<file path="src/rtl/mdu_pkg.sv">
// Shared MDU definitions: 3-bit op encodings, default busy-cycle counts,
// the latched-request record and small op-class helpers. The MCU decoder
// imports the same package so both sides agree on the encodings.
package mdu_pkg;

    localparam int MDU_MULT_CYCLES = 5;
    localparam int MDU_DIV_CYCLES  = 10;

    localparam logic [2:0] OP_MULT  = 3'd0;
    localparam logic [2:0] OP_MULTU = 3'd1;
    localparam logic [2:0] OP_DIV   = 3'd2;
    localparam logic [2:0] OP_DIVU  = 3'd3;
    localparam logic [2:0] OP_MTHI  = 3'd4;
    localparam logic [2:0] OP_MTLO  = 3'd5;
    localparam logic [2:0] OP_MFHI  = 3'd6;
    localparam logic [2:0] OP_MFLO  = 3'd7;

    // Operation captured at start and held for the whole busy window
    typedef struct packed {
        logic [2:0]  op;
        logic [31:0] a;
        logic [31:0] b;
    } mdu_req_t;

    function automatic logic is_mul_op(input logic [2:0] op);
        return (op == OP_MULT) || (op == OP_MULTU);
    endfunction

    function automatic logic is_div_op(input logic [2:0] op);
        return (op == OP_DIV) || (op == OP_DIVU);
    endfunction

    function automatic logic is_signed_op(input logic [2:0] op);
        return (op == OP_MULT) || (op == OP_DIV);
    endfunction

endpackage

</file>
<file path="src/rtl/mdu_div.sv">
// Combinational 32-bit divider for the MDU (only built with MDU_DIV_EN).
// Signed ops divide magnitudes and fix signs afterwards: the quotient
// truncates toward zero and the remainder takes the dividend's sign.
// A zero divisor yields zeros; the caller discards the result anyway.
module mdu_div
    import mdu_pkg::*;
(
    input  logic [2:0]  i_op,
    input  logic [31:0] i_a,
    input  logic [31:0] i_b,
    output logic [31:0] o_quot,
    output logic [31:0] o_rem
);

    logic        w_signed;
    logic        w_neg_a;
    logic        w_neg_b;
    logic [31:0] w_mag_a;
    logic [31:0] w_mag_b;
    logic [31:0] w_uq;
    logic [31:0] w_ur;

    assign w_signed = is_signed_op(i_op);
    assign w_neg_a  = w_signed & i_a[31];
    assign w_neg_b  = w_signed & i_b[31];
    // 0x80000000 negates to itself, which is still the right unsigned magnitude
    assign w_mag_a  = w_neg_a ? (~i_a + 32'd1) : i_a;
    assign w_mag_b  = w_neg_b ? (~i_b + 32'd1) : i_b;

    // Unsigned magnitude divide, zero divisor forced to a defined value
    always_comb begin
        w_uq = '0;
        w_ur = '0;
        if (w_mag_b != '0) begin
            w_uq = w_mag_a / w_mag_b;
            w_ur = w_mag_a % w_mag_b;
        end
    end

    assign o_quot = (w_neg_a ^ w_neg_b) ? (~w_uq + 32'd1) : w_uq;
    assign o_rem  = w_neg_a ? (~w_ur + 32'd1) : w_ur;

endmodule

</file>
<file path="src/rtl/mdu.sv">
// Multiply/divide unit with architectural HI/LO. A start (MULT/MULTU, and
// DIV/DIVU when MDU_DIV_EN is defined) latches the operands and holds busy
// for MULT_CYCLES/DIV_CYCLES cycles; HI/LO are written at the edge that
// drops busy. MTHI/MTLO write at the next edge when idle; MFHI/MFLO only
// steer rd_data. Without MDU_DIV_EN, DIV/DIVU are no-ops and no divider
// is built.
module mdu
    import mdu_pkg::*;
#(
    parameter int MULT_CYCLES = MDU_MULT_CYCLES,
    parameter int DIV_CYCLES  = MDU_DIV_CYCLES
)(
    input  logic        clk,
    input  logic        reset,
    input  logic        en,
    input  logic [2:0]  op,
    input  logic [31:0] src_a,
    input  logic [31:0] src_b,
    output logic        busy,
    output logic [31:0] rd_data,
    output logic [31:0] hi,
    output logic [31:0] lo
);

    localparam int MAX_CYCLES = (MULT_CYCLES > DIV_CYCLES) ? MULT_CYCLES : DIV_CYCLES;
    localparam int CNT_W      = $clog2(MAX_CYCLES + 1);

    localparam logic ST_IDLE = 1'b0;
    localparam logic ST_RUN  = 1'b1;

    logic             r_state;
    logic [CNT_W-1:0] r_cnt;
    mdu_req_t         r_req;
    logic [31:0]      r_hi;
    logic [31:0]      r_lo;

    logic             w_start;
    logic             w_start_div;
    logic [63:0]      w_ext_a;
    logic [63:0]      w_ext_b;
    logic [63:0]      w_prod;
    logic [63:0]      w_result;
    logic             w_wr;

    assign busy    = (r_state == ST_RUN);
    assign hi      = r_hi;
    assign lo      = r_lo;
    assign rd_data = (op == OP_MFHI) ? r_hi : r_lo;

    // Low 64 bits of the product of the extended operands equal the signed
    // or unsigned 32x32 product, so one multiplier serves both ops.
    assign w_ext_a = is_signed_op(r_req.op) ? {{32{r_req.a[31]}}, r_req.a} : {32'b0, r_req.a};
    assign w_ext_b = is_signed_op(r_req.op) ? {{32{r_req.b[31]}}, r_req.b} : {32'b0, r_req.b};
    assign w_prod  = w_ext_a * w_ext_b;

`ifdef MDU_DIV_EN
    logic [31:0] w_quot;
    logic [31:0] w_rem;

    mdu_div u_div (
        .i_op   (r_req.op),
        .i_a    (r_req.a),
        .i_b    (r_req.b),
        .o_quot (w_quot),
        .o_rem  (w_rem)
    );

    assign w_start_div = is_div_op(op);
    assign w_result    = is_mul_op(r_req.op) ? w_prod : {w_rem, w_quot};
    // Divide by zero still burns the full latency but leaves HI/LO alone
    assign w_wr        = is_mul_op(r_req.op) || (r_req.b != '0);
`else
    assign w_start_div = 1'b0;
    assign w_result    = w_prod;
    assign w_wr        = 1'b1;
`endif

    assign w_start = en && (r_state == ST_IDLE) && (is_mul_op(op) || w_start_div);

    // IDLE/RUN control, cycle counter, operand latch and HI/LO registers
    always_ff @(posedge clk or negedge reset) begin
        if (!reset) begin
            r_state <= ST_IDLE;
            r_cnt   <= '0;
            r_req   <= '0;
            r_hi    <= '0;
            r_lo    <= '0;
        end else begin
            case (r_state)
                ST_IDLE: begin
                    if (w_start) begin
                        r_req   <= '{op: op, a: src_a, b: src_b};
                        r_cnt   <= is_mul_op(op) ? CNT_W'(MULT_CYCLES) : CNT_W'(DIV_CYCLES);
                        r_state <= ST_RUN;
                    end else if (en && op == OP_MTHI) begin
                        r_hi <= src_a;
                    end else if (en && op == OP_MTLO) begin
                        r_lo <= src_a;
                    end
                end
                ST_RUN: begin
                    if (r_cnt == CNT_W'(1)) begin
                        r_state <= ST_IDLE;
                        r_cnt   <= '0;
                        if (w_wr) begin
                            r_hi <= w_result[63:32];
                            r_lo <= w_result[31:0];
                        end
                    end else begin
                        r_cnt <= r_cnt - CNT_W'(1);
                    end
                end
                default: r_state <= ST_IDLE;
            endcase
        end
    end

endmodule

</file>
<file path="config.mk">
export PLATFORM = sky130hd
export DESIGN_NAME = mdu
export DESIGN_NICKNAME = d
export VERILOG_FILES = /design/src/rtl/mdu_pkg.sv /design/src/rtl/mdu_div.sv /design/src/rtl/mdu.sv
export SDC_FILE = /design/constraint.sdc
export NUM_CORES = 2
export LEC_CHECK = 0
export BUFFER_PORTS_ARGS = -buffer_cell sky130_fd_sc_hd__buf_2
export CELL_PAD_IN_SITES_DETAIL_PLACEMENT = 1
export CELL_PAD_IN_SITES_GLOBAL_PLACEMENT = 1
export CORE_MARGIN = 4
export CORE_UTILIZATION = 25
export CTS_BUF_LIST = sky130_fd_sc_hd__clkbuf_8
export DETAILED_ROUTE_END_ITERATION = 12
export HOLD_SLACK_MARGIN = 0.05
export PLACE_DENSITY_LB_ADDON = 0.1
export SYNTH_ARGS = -nofsm -noshare
export SYNTH_HDL_FRONTEND = slang
export SYNTH_HIERARCHICAL = 1
export SYNTH_SLANG_ARGS = --single-unit
</file>
<file path="constraint.sdc">
create_clock -name clk -period 11.2 [get_ports clk]
set_input_delay 1.68 -clock clk [delete_from_list [all_inputs] [get_ports clk]]
set_output_delay 1.68 -clock clk [all_outputs]
set_load 0.1 [all_outputs]
</file>
==> impl_metrics.csv <==
group,metric,value,unit
status,outcome,"finished, final reports clean",
clocking,postCtsHoldBufs,0,
global_route,grt_usage,20.46,%
critical_path,start_kind,"register",
synthesis,synth_edf_count,0,
critical_path,cp_slowest_cell,"and2_1",
clocking,insertion_delay,0.61,ns
final_layout,finish.net_count,7590,
global_route,grt_pass1_vias,44760,
sta,timing.fmax,93.19,MHz
clocking,postCtsSetupBuffers,0,
floorplan,start_util,25.25,%
global_route,met3_usage,3.350,%
routing,vias_per_cell,4.424,
synthesis,syn_inst,5763,
place,dp_slack,0.5921,ns
clocking,cts_max_path_buffers,2,
synthesis,synth.avg_cell_area,9.331,um^2
global_route,grt.busiest_layer,"met2",
critical_path,critPathKind,"reg2reg",
global_route,gr-total-overflow,0,
synthesis,postSynth.asyncResetShare,100.0,%
place,io_buffers,166,
critical_path,required,11.67,ns
synthesis,synthDistinctLibCells,66,
routing,drtIter0Drc,2345,
synthesis,yosysSeqAreaShare,6.282,%
global_route,use_met1,31.00,%
critical_path,slowest_delay,0.89,ns
clocking,clock-sinks,135,
sta,hold_viol,0,
floorplan,die_y,471.8,um
sta,setup_violations,0,
clocking,cts_buffers,17,
floorplan,die-area,0.2226,mm^2
global_route,grtUsageMet2,31.36,%
place,gp_congestion,0.8413,
sta,fin_crit,10.73,ns
routing,first_pass_iters,5,
final_layout,fin_cells,8645,
final_layout,drive_gt1_share,7.116,%
critical_path,cpMostUsedCell,"fa_1",
sta,setup_slack,0.4690,ns
synthesis,syn-num-nets,7562,
floorplan,core,0.2129,mm^2
sta,finClkSkew,0.03531,ns
final_layout,layout_common_cells,"inv_1, fa_1, nand2_1, and2_1, ha_1",
routing,wl_per_cell,25.79,um
sta,drv_slew,0,
hold_path,hold_class,"reg2reg",
synthesis,ys_ff_latch,135,
global_route,grt_max_degree,65,
final_layout,syn_to_final_growth,9.209,%
synthesis,syn_area,0.05377,mm^2
synthesis,ys.warnings.count,6,
critical_path,crit_path_end_kind,"register",
final_layout,final_common_cell,"inv_1",
routing,drt-total-wl,223000,um
sta,setup_tns,0,ns
global_route,grt_pass1_wl,327300,um
run,cap_violations,0,
place,dp_cells,8593,
floorplan,die_w,471.8,um
clocking,htreeDepth,4,
synthesis,ys.flop_type,"dfrtp_1",
floorplan,rows,169,
routing,ant_nets,0,
sta,slew_headroom,5.985,%
sta,tightest_slew,1.410,ns
critical_path,critPathArrivalTime,11.20,ns
routing,vias,38240,
clocking,root_buffer,"clkbuf_8",
clocking,cts-resized-gates,0,
floorplan,io_pins,167,
clocking,cts_tree,"done",
sta,period_share,95.81,%
global_route,antenna_found_initial,38,
routing,drc,0,
clocking,clkTransAtPathRegs,0.13,ns
critical_path,cp_max_fo,23,
sta,rsz0062_at_grt,"false",
place,dp_hpwl,191300,um
final_layout,n_fill_cell,24550,
==> synth_stat cells (3+ instances only) <==
library cell	instances	area [um^2]
o21bai_1	18	135.1
a211oi_1	3	22.52
xnor2_1	84	735.7
o21a_1	6	45.04
and3_1	29	181.4
buf_1	8	30.03
or3_1	9	56.30
inv_1	1521	5709
nor2b_1	23	143.9
nor2_1	66	247.7
mux2_2	32	360.4
a221o_1	3	30.03
o31ai_1	7	52.55
a211o_1	4	35.03
xor2_1	33	289.0
o21ai_1	3	15.01
nand2_1	866	3251
ha_1	306	3829
nor3_1	19	95.09
dfrtp_1	135	3378
nand4_1	19	118.9
clkbuf_1	285	1070
o21ai_0	70	350.3
maj3_1	4	40.04
a31oi_1	10	62.56
o221ai_1	3	26.28
fa_1	1423	28490
mux2i_1	18	180.2
o211ai_1	7	52.55
a41oi_1	3	26.28
a21oi_1	125	625.6
a21o_1	39	292.8
o22ai_1	11	68.82
and2_1	510	3191
nand3_1	19	95.09
nand2b_1	6	37.54
==> worst max-delay path, delay by kind of cell (launching register included) <==
| kind | cells | cell delay, ns |
|---|---|---|
| DFF | 1 | 0.43 |
| and+or+nand+nor | 4 | 1.54 |
| AOI/OAI and AO/OA | 8 | 2.18 |
| adders and majority gates | 10 | 4.71 |
| buffers and inverters | 7 | 1.39 |
| xor gates and xnor gates | 1 | 0.29 |
==> layout make-up <==
| class | count | area, um^2 | area share (%) |
|---|---|---|---|
| diodes | 20 | 50.05 | 0.08522 |
| multi-input cells | 3814 | 43620 | 74.28 |
| repair buffers | 302 | 2021 | 3.441 |
| flip-flops and latches | 135 | 3403 | 5.795 |
| inverters | 1521 | 5709 | 9.722 |
| clock buffers | 19 | 261.5 | 0.4453 |
| clock inverters | 13 | 132.6 | 0.2258 |
| well taps | 2821 | 3530 | 6.010 |
==> sequential cells by signal, indices dropped and copies added (netlist names) <==
signal,count
lo,32
r_req,66
busy,1
r_cnt,4
hi,32
==> layer usage <==
metal | share of wire, % | up-vias | wire length [um]
met1 | 50 | 20860 | 111600
met2 | 44 | 727 | 97640
met4 | 1.2 | 16 | 2762
met5 | 0.049 | - | 110
met3 | 4.9 | 92 | 10880
li1 | - | 16550 | -
==> through the flow <==
step	utilization, %	instance area, um^2	hold WS [ns]
3_5_place_dp	27.37	58280	0.4740
4_1_cts	27.56	58680	0.4991
5_1_grt	27.56	58680	0.5406
6_report	27.58	58730	0.4923
3_3_place_gp	27.37	58280	0.4604
2_1_floorplan	-	53770	0.4700
==> kinds of logic (layout without fill, tap and decap cells) <==
| kind of cell | Yosys count | count (layout) | synth area share, % |
|---|---|---|---|
| fa+ha+maj | 1733 | 1733 | 60.17 |
| other cells | 0 | 20 | 0 |
| flops | 135 | 135 | 6.282 |
| compound gates | 338 | 338 | 4.002 |
| mux | 51 | 51 | 1.026 |
| xor+xnor | 117 | 117 | 1.906 |
| buf+inv | 1814 | 1855 | 12.66 |
| simple gates | 1575 | 1575 | 13.95 |
==> worst paths after layout <==
| kind | to | start | slack [ns] | depth (start not counted) |
|---|---|---|---|---|
| min in group asynchronous | r_req[43] | reset | 0.98 | 1 |
| min reg2reg | r_req[0] | r_req[0] | 0.49 | 2 |
| max reg2reg | hi[24] | r_req[66] | 0.47 | 30 |
| max in group asynchronous | busy | reset | 8.68 | 2 |
| min | r_req[0] | r_req[0] | 0.49 | 2 |
| max | hi[24] | r_req[66] | 0.47 | 30 |
Power is not shown: default switching activity piles up to over one toggle a cycle in this logic, so the estimate is an artifact.
